## src/rtl/fft_bfly_sched_pkg.sv

```systemverilog
// Shared constants and state encoding for the 8-point radix-2 DIT butterfly scheduler.
package fft_bfly_sched_pkg;

  localparam int N     = 8;
  localparam int LOG2N = 3;
  localparam int NBF   = 4;
  localparam int NSTG  = 3;

  typedef logic [1:0] sched_st_t;

  localparam sched_st_t S_IDLE  = 2'd0;
  localparam sched_st_t S_ISSUE = 2'd1;
  localparam sched_st_t S_DRAIN = 2'd2;
  localparam sched_st_t S_DONE  = 2'd3;

endpackage

```

## src/rtl/fft_bfly_sched_if.sv

```systemverilog
// Control/issue/writeback bundle between the top-level control, the scheduler and the butterfly path.
interface fft_bfly_sched_if;
  import fft_bfly_sched_pkg::*;

  logic             start;
  logic             en;
  logic             wb_v;
  logic             bf_v;
  logic [LOG2N-1:0] bf_a;
  logic [LOG2N-1:0] bf_b;
  logic [1:0]       tw_idx;
  logic [1:0]       stage;
  logic             busy;
  logic             done;
  logic             err;

  modport master (
    output start, en, wb_v,
    input  bf_v, bf_a, bf_b, tw_idx, stage, busy, done, err
  );

  modport slave (
    input  start, en, wb_v,
    output bf_v, bf_a, bf_b, tw_idx, stage, busy, done, err
  );

endinterface

```

## src/rtl/fft_bfly_sched_addr_gen.sv

```systemverilog
// Maps (stage, butterfly index) to the in-place read pair and twiddle exponent of W8^k.
module fft_addr_gen
  import fft_bfly_sched_pkg::*;
(
  input  logic [1:0]       stage,
  input  logic [1:0]       bf_cnt,
  output logic [LOG2N-1:0] bf_a,
  output logic [LOG2N-1:0] bf_b,
  output logic [1:0]       tw_idx
);

  logic [2:0] span;
  logic [2:0] grp;
  logic [2:0] j;
  logic [2:0] tw_full;

  // Group base is grp*2*span; j walks within the group, and twiddles spread as j scaled to N/2.
  always_comb begin
    span    = 3'd1 << stage;
    grp     = {1'b0, bf_cnt} >> stage;
    j       = {1'b0, bf_cnt} & (span - 3'd1);
    bf_a    = (grp << (stage + 2'd1)) + j;
    bf_b    = bf_a + span;
    tw_full = j << (2'd2 - stage);
    tw_idx  = tw_full[1:0];
  end

endmodule

```

## src/rtl/fft_bfly_sched.sv

```systemverilog
// Butterfly scheduler: issues 3 stages x 4 butterflies and holds each stage until all writebacks land.
module fft_bfly_sched
  import fft_bfly_sched_pkg::*;
#(
  parameter int LAT = 7
) (
  input  logic             clk,
  input  logic             rst_n,
  fft_bfly_sched_if.slave  bus
);

  if (LAT < 1) begin : g_lat_check
    $error("fft_bfly_sched: LAT must be >= 1");
  end

  sched_st_t        state;
  logic [1:0]       stage;
  logic [1:0]       bf_cnt;
  logic [2:0]       wb_cnt;
  logic             err;

  logic             last_bf;
  logic             last_stage;
  logic             wb_full;
  logic             in_busy;
  logic [LOG2N-1:0] gen_a;
  logic [LOG2N-1:0] gen_b;
  logic [1:0]       gen_tw;

  assign last_bf    = (bf_cnt == 2'(NBF - 1));
  assign last_stage = (stage == 2'(NSTG - 1));
  assign wb_full    = (wb_cnt == 3'(NBF));
  assign in_busy    = (state == S_ISSUE) || (state == S_DRAIN);

  fft_addr_gen u_addr_gen (
    .stage  (stage),
    .bf_cnt (bf_cnt),
    .bf_a   (gen_a),
    .bf_b   (gen_b),
    .tw_idx (gen_tw)
  );

  // Writebacks are counted in ISSUE too, so a short pipeline can return results before the last issue.
  always_ff @(posedge clk) begin
    if (!rst_n) begin
      state  <= S_IDLE;
      stage  <= 2'd0;
      bf_cnt <= 2'd0;
      wb_cnt <= 3'd0;
    end else begin
      case (state)
        S_IDLE: begin
          if (bus.start) begin
            state  <= S_ISSUE;
            stage  <= 2'd0;
            bf_cnt <= 2'd0;
            wb_cnt <= 3'd0;
          end
        end
        S_ISSUE: begin
          if (bus.en) begin
            bf_cnt <= bf_cnt + 2'd1;
            if (last_bf) begin
              state <= S_DRAIN;
            end
          end
          if (bus.wb_v && !wb_full) begin
            wb_cnt <= wb_cnt + 3'd1;
          end
        end
        S_DRAIN: begin
          if (wb_full) begin
            if (last_stage) begin
              state <= S_DONE;
            end else begin
              state  <= S_ISSUE;
              stage  <= stage + 2'd1;
              bf_cnt <= 2'd0;
              wb_cnt <= 3'd0;
            end
          end else if (bus.wb_v) begin
            wb_cnt <= wb_cnt + 3'd1;
          end
        end
        S_DONE: begin
          state <= S_IDLE;
          stage <= 2'd0;
        end
        default: state <= S_IDLE;
      endcase
    end
  end

  // An accepted start clears err; a writeback nobody is waiting for sets it and it sticks.
  always_ff @(posedge clk) begin
    if (!rst_n) begin
      err <= 1'b0;
    end else if ((state == S_IDLE) && bus.start) begin
      err <= 1'b0;
    end else if (bus.wb_v && ((state == S_IDLE) || (state == S_DONE) || wb_full)) begin
      err <= 1'b1;
    end
  end

  assign bus.bf_v   = (state == S_ISSUE) && bus.en;
  assign bus.busy   = in_busy;
  assign bus.done   = (state == S_DONE);
  assign bus.err    = err;
  assign bus.stage  = stage;
  assign bus.bf_a   = in_busy ? gen_a  : '0;
  assign bus.bf_b   = in_busy ? gen_b  : '0;
  assign bus.tw_idx = in_busy ? gen_tw : 2'd0;

endmodule

```

## src/flat_wrapper.sv

```systemverilog
// flat-port wrapper written by rule: the top's interface ports become plain ports
module fft_bfly_sched_flat import fft_bfly_sched_pkg::*;
#(
  parameter int LAT = 7
)
  (clk, rst_n, bus_start, bus_en, bus_wb_v, bus_bf_v, bus_bf_a, bus_bf_b, bus_tw_idx, bus_stage, bus_busy, bus_done, bus_err);
  fft_bfly_sched_if bus_i ();
  input  logic clk;
  input  logic rst_n;
  input wire logic [$bits(bus_i.start)-1:0] bus_start;
  input wire logic [$bits(bus_i.en)-1:0] bus_en;
  input wire logic [$bits(bus_i.wb_v)-1:0] bus_wb_v;
  output wire logic [$bits(bus_i.bf_v)-1:0] bus_bf_v;
  output wire logic [$bits(bus_i.bf_a)-1:0] bus_bf_a;
  output wire logic [$bits(bus_i.bf_b)-1:0] bus_bf_b;
  output wire logic [$bits(bus_i.tw_idx)-1:0] bus_tw_idx;
  output wire logic [$bits(bus_i.stage)-1:0] bus_stage;
  output wire logic [$bits(bus_i.busy)-1:0] bus_busy;
  output wire logic [$bits(bus_i.done)-1:0] bus_done;
  output wire logic [$bits(bus_i.err)-1:0] bus_err;
  assign bus_i.start = bus_start;
  assign bus_i.en = bus_en;
  assign bus_i.wb_v = bus_wb_v;
  assign bus_bf_v = bus_i.bf_v;
  assign bus_bf_a = bus_i.bf_a;
  assign bus_bf_b = bus_i.bf_b;
  assign bus_tw_idx = bus_i.tw_idx;
  assign bus_stage = bus_i.stage;
  assign bus_busy = bus_i.busy;
  assign bus_done = bus_i.done;
  assign bus_err = bus_i.err;
  fft_bfly_sched #(.LAT(LAT)) u_core (.clk(clk), .rst_n(rst_n), .bus(bus_i));
endmodule
```

## config.mk

```make
export PLATFORM = sky130hd
export DESIGN_NAME = fft_bfly_sched_flat
export DESIGN_NICKNAME = d
export VERILOG_FILES = /design/src/rtl/fft_bfly_sched_pkg.sv /design/src/rtl/fft_bfly_sched_if.sv /design/src/rtl/fft_bfly_sched_addr_gen.sv /design/src/rtl/fft_bfly_sched.sv /design/src/flat_wrapper.sv
export SDC_FILE = /design/constraint.sdc
export NUM_CORES = 1
export LEC_CHECK = 0
export BUFFER_PORTS_ARGS = -buffer_cell sky130_fd_sc_hd__buf_4
export CAP_MARGIN = 0
export CELL_PAD_IN_SITES_DETAIL_PLACEMENT = 0
export CELL_PAD_IN_SITES_GLOBAL_PLACEMENT = 1
export CORE_MARGIN = 2
export CORE_UTILIZATION = 40
export CTS_BUF_LIST = sky130_fd_sc_hd__clkbuf_2 sky130_fd_sc_hd__clkbuf_4 sky130_fd_sc_hd__clkbuf_8
export CTS_CLUSTER_DIAMETER = 100
export DETAILED_ROUTE_END_ITERATION = 8
export PLACE_DENSITY = 0.76
export SYNTH_ARGS = -nofsm -noshare
export SYNTH_HDL_FRONTEND = slang
export SYNTH_HIERARCHICAL = 1
export SYNTH_SLANG_ARGS = --single-unit
```

## constraint.sdc

```tcl
create_clock -name clk -period 3.8 [get_ports clk]
set_clock_uncertainty 0.1 [all_clocks]
set_input_delay 0.19 -clock clk [delete_from_list [all_inputs] [get_ports clk]]
set_output_delay 0.19 -clock clk [all_outputs]
set_load 0.02 [all_outputs]
```

==> run_summary.xml <==
<?xml version="1.0" encoding="UTF-8"?>
<metrics>
  <group name="run_status">
    <metric name="outcome" unit="">completed</metric>
  </group>
  <group name="timing">
    <metric name="min_period_over_period" unit="%">92.0</metric>
    <metric name="grt_setup_unrepaired" unit="">no</metric>
    <metric name="tns" unit="ps">0</metric>
    <metric name="finalHoldViolCount" unit="">0</metric>
    <metric name="min_period" unit="ps">3500</metric>
    <metric name="timing.final.setup_violations" unit="">0</metric>
    <metric name="report.final.slew_viol_count" unit="">0</metric>
    <metric name="max_freq" unit="MHz">286</metric>
    <metric name="slew_of_the_pin_with_the_lowest_slew_margin" unit="ps">498</metric>
    <metric name="max-slew-margin-rel" unit="%">66.7</metric>
  </group>
  <group name="pwr">
    <metric name="pwr_density_cell" unit="mW/mm^2">483</metric>
    <metric name="total_power" unit="mW">0.555</metric>
    <metric name="max-vdd-ir-drop" unit="V">0.000403</metric>
    <metric name="leakagePower" unit="nW">0.495</metric>
  </group>
  <group name="clock_tree">
    <metric name="clkSinkCount" unit="">10</metric>
    <metric name="cts_setup_buffers" unit="">0</metric>
    <metric name="cts.root.buffer_cell" unit="">clkbuf_4</metric>
    <metric name="clock_pin_slew_on_the_worst_setup_and_hold_paths" unit="ps">70</metric>
    <metric name="ctsResizeCount" unit="">0</metric>
    <metric name="cts-hold-fix-buffers" unit="">0</metric>
    <metric name="cts_max_level" unit="">1</metric>
    <metric name="cts-buffers-inserted" unit="">3</metric>
    <metric name="clockBufferDepth" unit="">2</metric>
    <metric name="tritoncts" unit="">done</metric>
    <metric name="clk_latency" unit="ps">260</metric>
  </group>
  <group name="critical_path">
    <metric name="endpoint" unit="">bus_bf_b[2]</metric>
    <metric name="timing.reg2reg.worst_path_depth" unit="">6</metric>
    <metric name="r2r_start" unit="">u_core/state[1]</metric>
    <metric name="worst_setup_path_start_kind" unit="">flip-flop</metric>
    <metric name="worstSetupEndpointType" unit="">output port</metric>
    <metric name="timing.setup.critical_path_class" unit="">reg2out</metric>
    <metric name="path_max_fanout" unit="">7</metric>
    <metric name="worst-endpoint-arrival" unit="ps">3210</metric>
    <metric name="reg2reg_slack" unit="ps">1860</metric>
    <metric name="critPathRequiredTime" unit="ps">3510</metric>
    <metric name="worst_setup_path_startpoint" unit="">u_core/bus.stage[1]</metric>
    <metric name="r2r_end" unit="">u_core/wb_cnt[2]</metric>
  </group>
  <group name="floorplan">
    <metric name="die_area" unit="mm^2">0.00283</metric>
    <metric name="die_w" unit="um">53.2</metric>
    <metric name="fp-row-count" unit="">17</metric>
    <metric name="num_io_pins" unit="">19</metric>
    <metric name="chipHeight" unit="um">53.2</metric>
    <metric name="initial_utilization" unit="%">42.9</metric>
    <metric name="core_region_area" unit="mm^2">0.00225</metric>
  </group>
  <group name="synthesis">
    <metric name="synth_common_cells" unit="">ha_1 (15), and2_1 (10), dfxtp_1 (10), nand2_1 (10), inv_1 (8)</metric>
    <metric name="ys_async_sr_fraction" unit="%">0</metric>
    <metric name="synth_area_leader_cell" unit="">dfxtp_1</metric>
    <metric name="yosysTopAreaCellShare" unit="%">20.7</metric>
    <metric name="netlist_area_before_placement" unit="um^2">967</metric>
    <metric name="synth_flop_cell" unit="">dfxtp_1</metric>
    <metric name="sequential_share_of_the_synthesized_area" unit="%">20.7</metric>
    <metric name="number_of_enable_type_register_cells_in_the_synthesized_netlist" unit="">0</metric>
    <metric name="post_synth_inst_count" unit="">105</metric>
    <metric name="leading_post_synthesis_cells_by_cell_area" unit="">dfxtp_1 (21%), ha_1 (19%), and2_1 (6.5%), fa_1 (4.1%), nand2_1 (3.9%)</metric>
    <metric name="synth-warning-count" unit="">6</metric>
    <metric name="syn_nets" unit="">127</metric>
    <metric name="synthesis.area_per_instance" unit="um^2">9.21</metric>
    <metric name="flip_flop_and_latch_count_after_synthesis" unit="">10</metric>
    <metric name="synth_most_common_cell" unit="">ha_1</metric>
    <metric name="synth.lib_cells_used.distinct" unit="">35</metric>
  </group>
  <group name="routing">
    <metric name="ant_nets" unit="">0</metric>
    <metric name="routed_wire_length_per_instance" unit="um">12.8</metric>
    <metric name="routed_wl" unit="um">1960</metric>
    <metric name="vias" unit="">795</metric>
    <metric name="drt_drc_violations_left" unit="">0</metric>
    <metric name="drt_first_pass_iters" unit="">4</metric>
    <metric name="detailed_router_s_first_iteration_violation_count" unit="">16</metric>
    <metric name="route.detailed.vias_per_inst" unit="">5.20</metric>
  </group>
  <group name="flow_run">
    <metric name="maxCapViolCount" unit="">0</metric>
  </group>
  <group name="global_route">
    <metric name="grt_first_pass_wirelength" unit="um">3260</metric>
    <metric name="initial_antenna_violation_count" unit="">0</metric>
    <metric name="gr-usage-all-layers" unit="%">15.9</metric>
    <metric name="global_route.overflow_total" unit="">0</metric>
    <metric name="pin_count_of_the_biggest_net_entering_global_routing" unit="">12</metric>
    <metric name="grt_pass1_vias" unit="">715</metric>
  </group>
  <group name="place">
    <metric name="buffer_ports.inserted" unit="">18</metric>
    <metric name="place_hpwl" unit="um">1570</metric>
    <metric name="detailed_place.area" unit="mm^2">0.00113</metric>
    <metric name="place.detailed.instances" unit="">150</metric>
    <metric name="gpl.final_weighted_congestion" unit="">0.796</metric>
  </group>
  <group name="cells_and_area">
    <metric name="layout.cells.non_filler" unit="">153</metric>
    <metric name="antenna-diode-count" unit="">0</metric>
    <metric name="area_delta_synth_final" unit="%">18.9</metric>
    <metric name="design_area_final" unit="mm^2">0.00115</metric>
    <metric name="num-nets-final" unit="">149</metric>
    <metric name="drive_gt1_share" unit="%">22.4</metric>
  </group>
  <group name="hold_path">
    <metric name="hold_path.class" unit="">in2reg</metric>
  </group>
</metrics>
where the power goes:
group | total, mW | internal, mW | switching, mW
Clock | 0.0735 | 0.0366 | 0.0370
Sequential | 0.146 | 0.124 | 0.0223
Combinational | 0.336 | 0.141 | 0.195
how the worst min path moves through the flow:
stage / startpoint / endpoint / slack [ps] / depth (start not counted)
2_1_floorplan: bus_start / u_core/bus.err / 190 / 1
3_3_place_gp: bus_start / u_core/bus.err / 290 / 2
3_5_place_dp: bus_start / u_core/bus.err / 290 / 2
4_1_cts: bus_start / u_core/bus.err / 5 / 2
5_1_grt: bus_start / u_core/bus.err / 5 / 2
6_report: bus_start / u_core/bus.err / 10 / 2
layout by cell type, fill, tap and decap left out, types with 2 or more instances in the layout:
| cell | instances |
|---|---|
| a211oi_1 | 2 |
| a21oi_1 | 4 |
| and2_1 | 10 |
| and3_1 | 2 |
| buf_4 | 18 |
| clkbuf_4 | 3 |
| dfxtp_1 | 9 |
| fa_1 | 2 |
| ha_1 | 15 |
| inv_1 | 8 |
| nand2_1 | 10 |
| nand2b_1 | 4 |
| nand3_1 | 5 |
| nand3b_1 | 3 |
| nor2_1 | 3 |
| nor2b_1 | 2 |
| o22ai_1 | 2 |
| o31ai_1 | 2 |
| xnor2_1 | 3 |
flip-flops by register name, summed over array words and instances, names as in the netlist:
name / flops
u_core/wb_cnt: 3
u_core/state: 2
u_core/bus.err: 1
u_core/bf_cnt: 2
u_core/bus.stage: 2
stage by stage:
stage	hold WS, ps	utilization, %	worst slack [ps]
after global routing	4.94	51.0	16.1
after floorplan	190	-	611
after global placement	290	49.9	562
after CTS	4.56	50.9	197
after detailed placement	292	49.9	506
final	11.6	51.0	303
area by class of cell:
cell class / count / area (um^2)
fillers: 241 / 1100
clock buffers: 3 / 22.5
repair buffers: 18 / 135
multi-input cells: 86 / 726
well taps: 28 / 35.0
flip-flops and latches: 10 / 201
inverters: 8 / 30.0
critical path, cell delays in order (launching register included):
cell     delay, ps
dfxtp_1        460
inv_1          130
ha_1           370
nor4b_1        370
fa_1           520
fa_1           420
xor2_1         160
xnor3_1        210
and2_1         160
buf_4          150
per-layer routing:
metal  part of all wire [%]  global-route usage, %  routed length, um  vias up
met5                      0                      0                  0        -
met2                     46                   24.4                893       14
met4                      0                   3.85                  0        0
met1                     49                   22.0                959      372
li1                       -                      -                  -      409
met3                    5.3                   4.52                103        0
cell families (layout without fill, tap and decap cells):
logic type / count (synthesis) / in the layout / share of synthesized area, %
AO/OA/AOI/OAI: 18 / 18 / 16.7
XOR/XNOR: 5 / 5 / 5.95
adder cells (fa/ha/maj): 17 / 17 / 23.5
buffers and inverters: 9 / 29 / 4.27
flip-flops: 10 / 10 / 20.7
AND/OR/NAND/NOR: 46 / 46 / 28.8
Note: power is estimated with default switching activity, not from simulation.
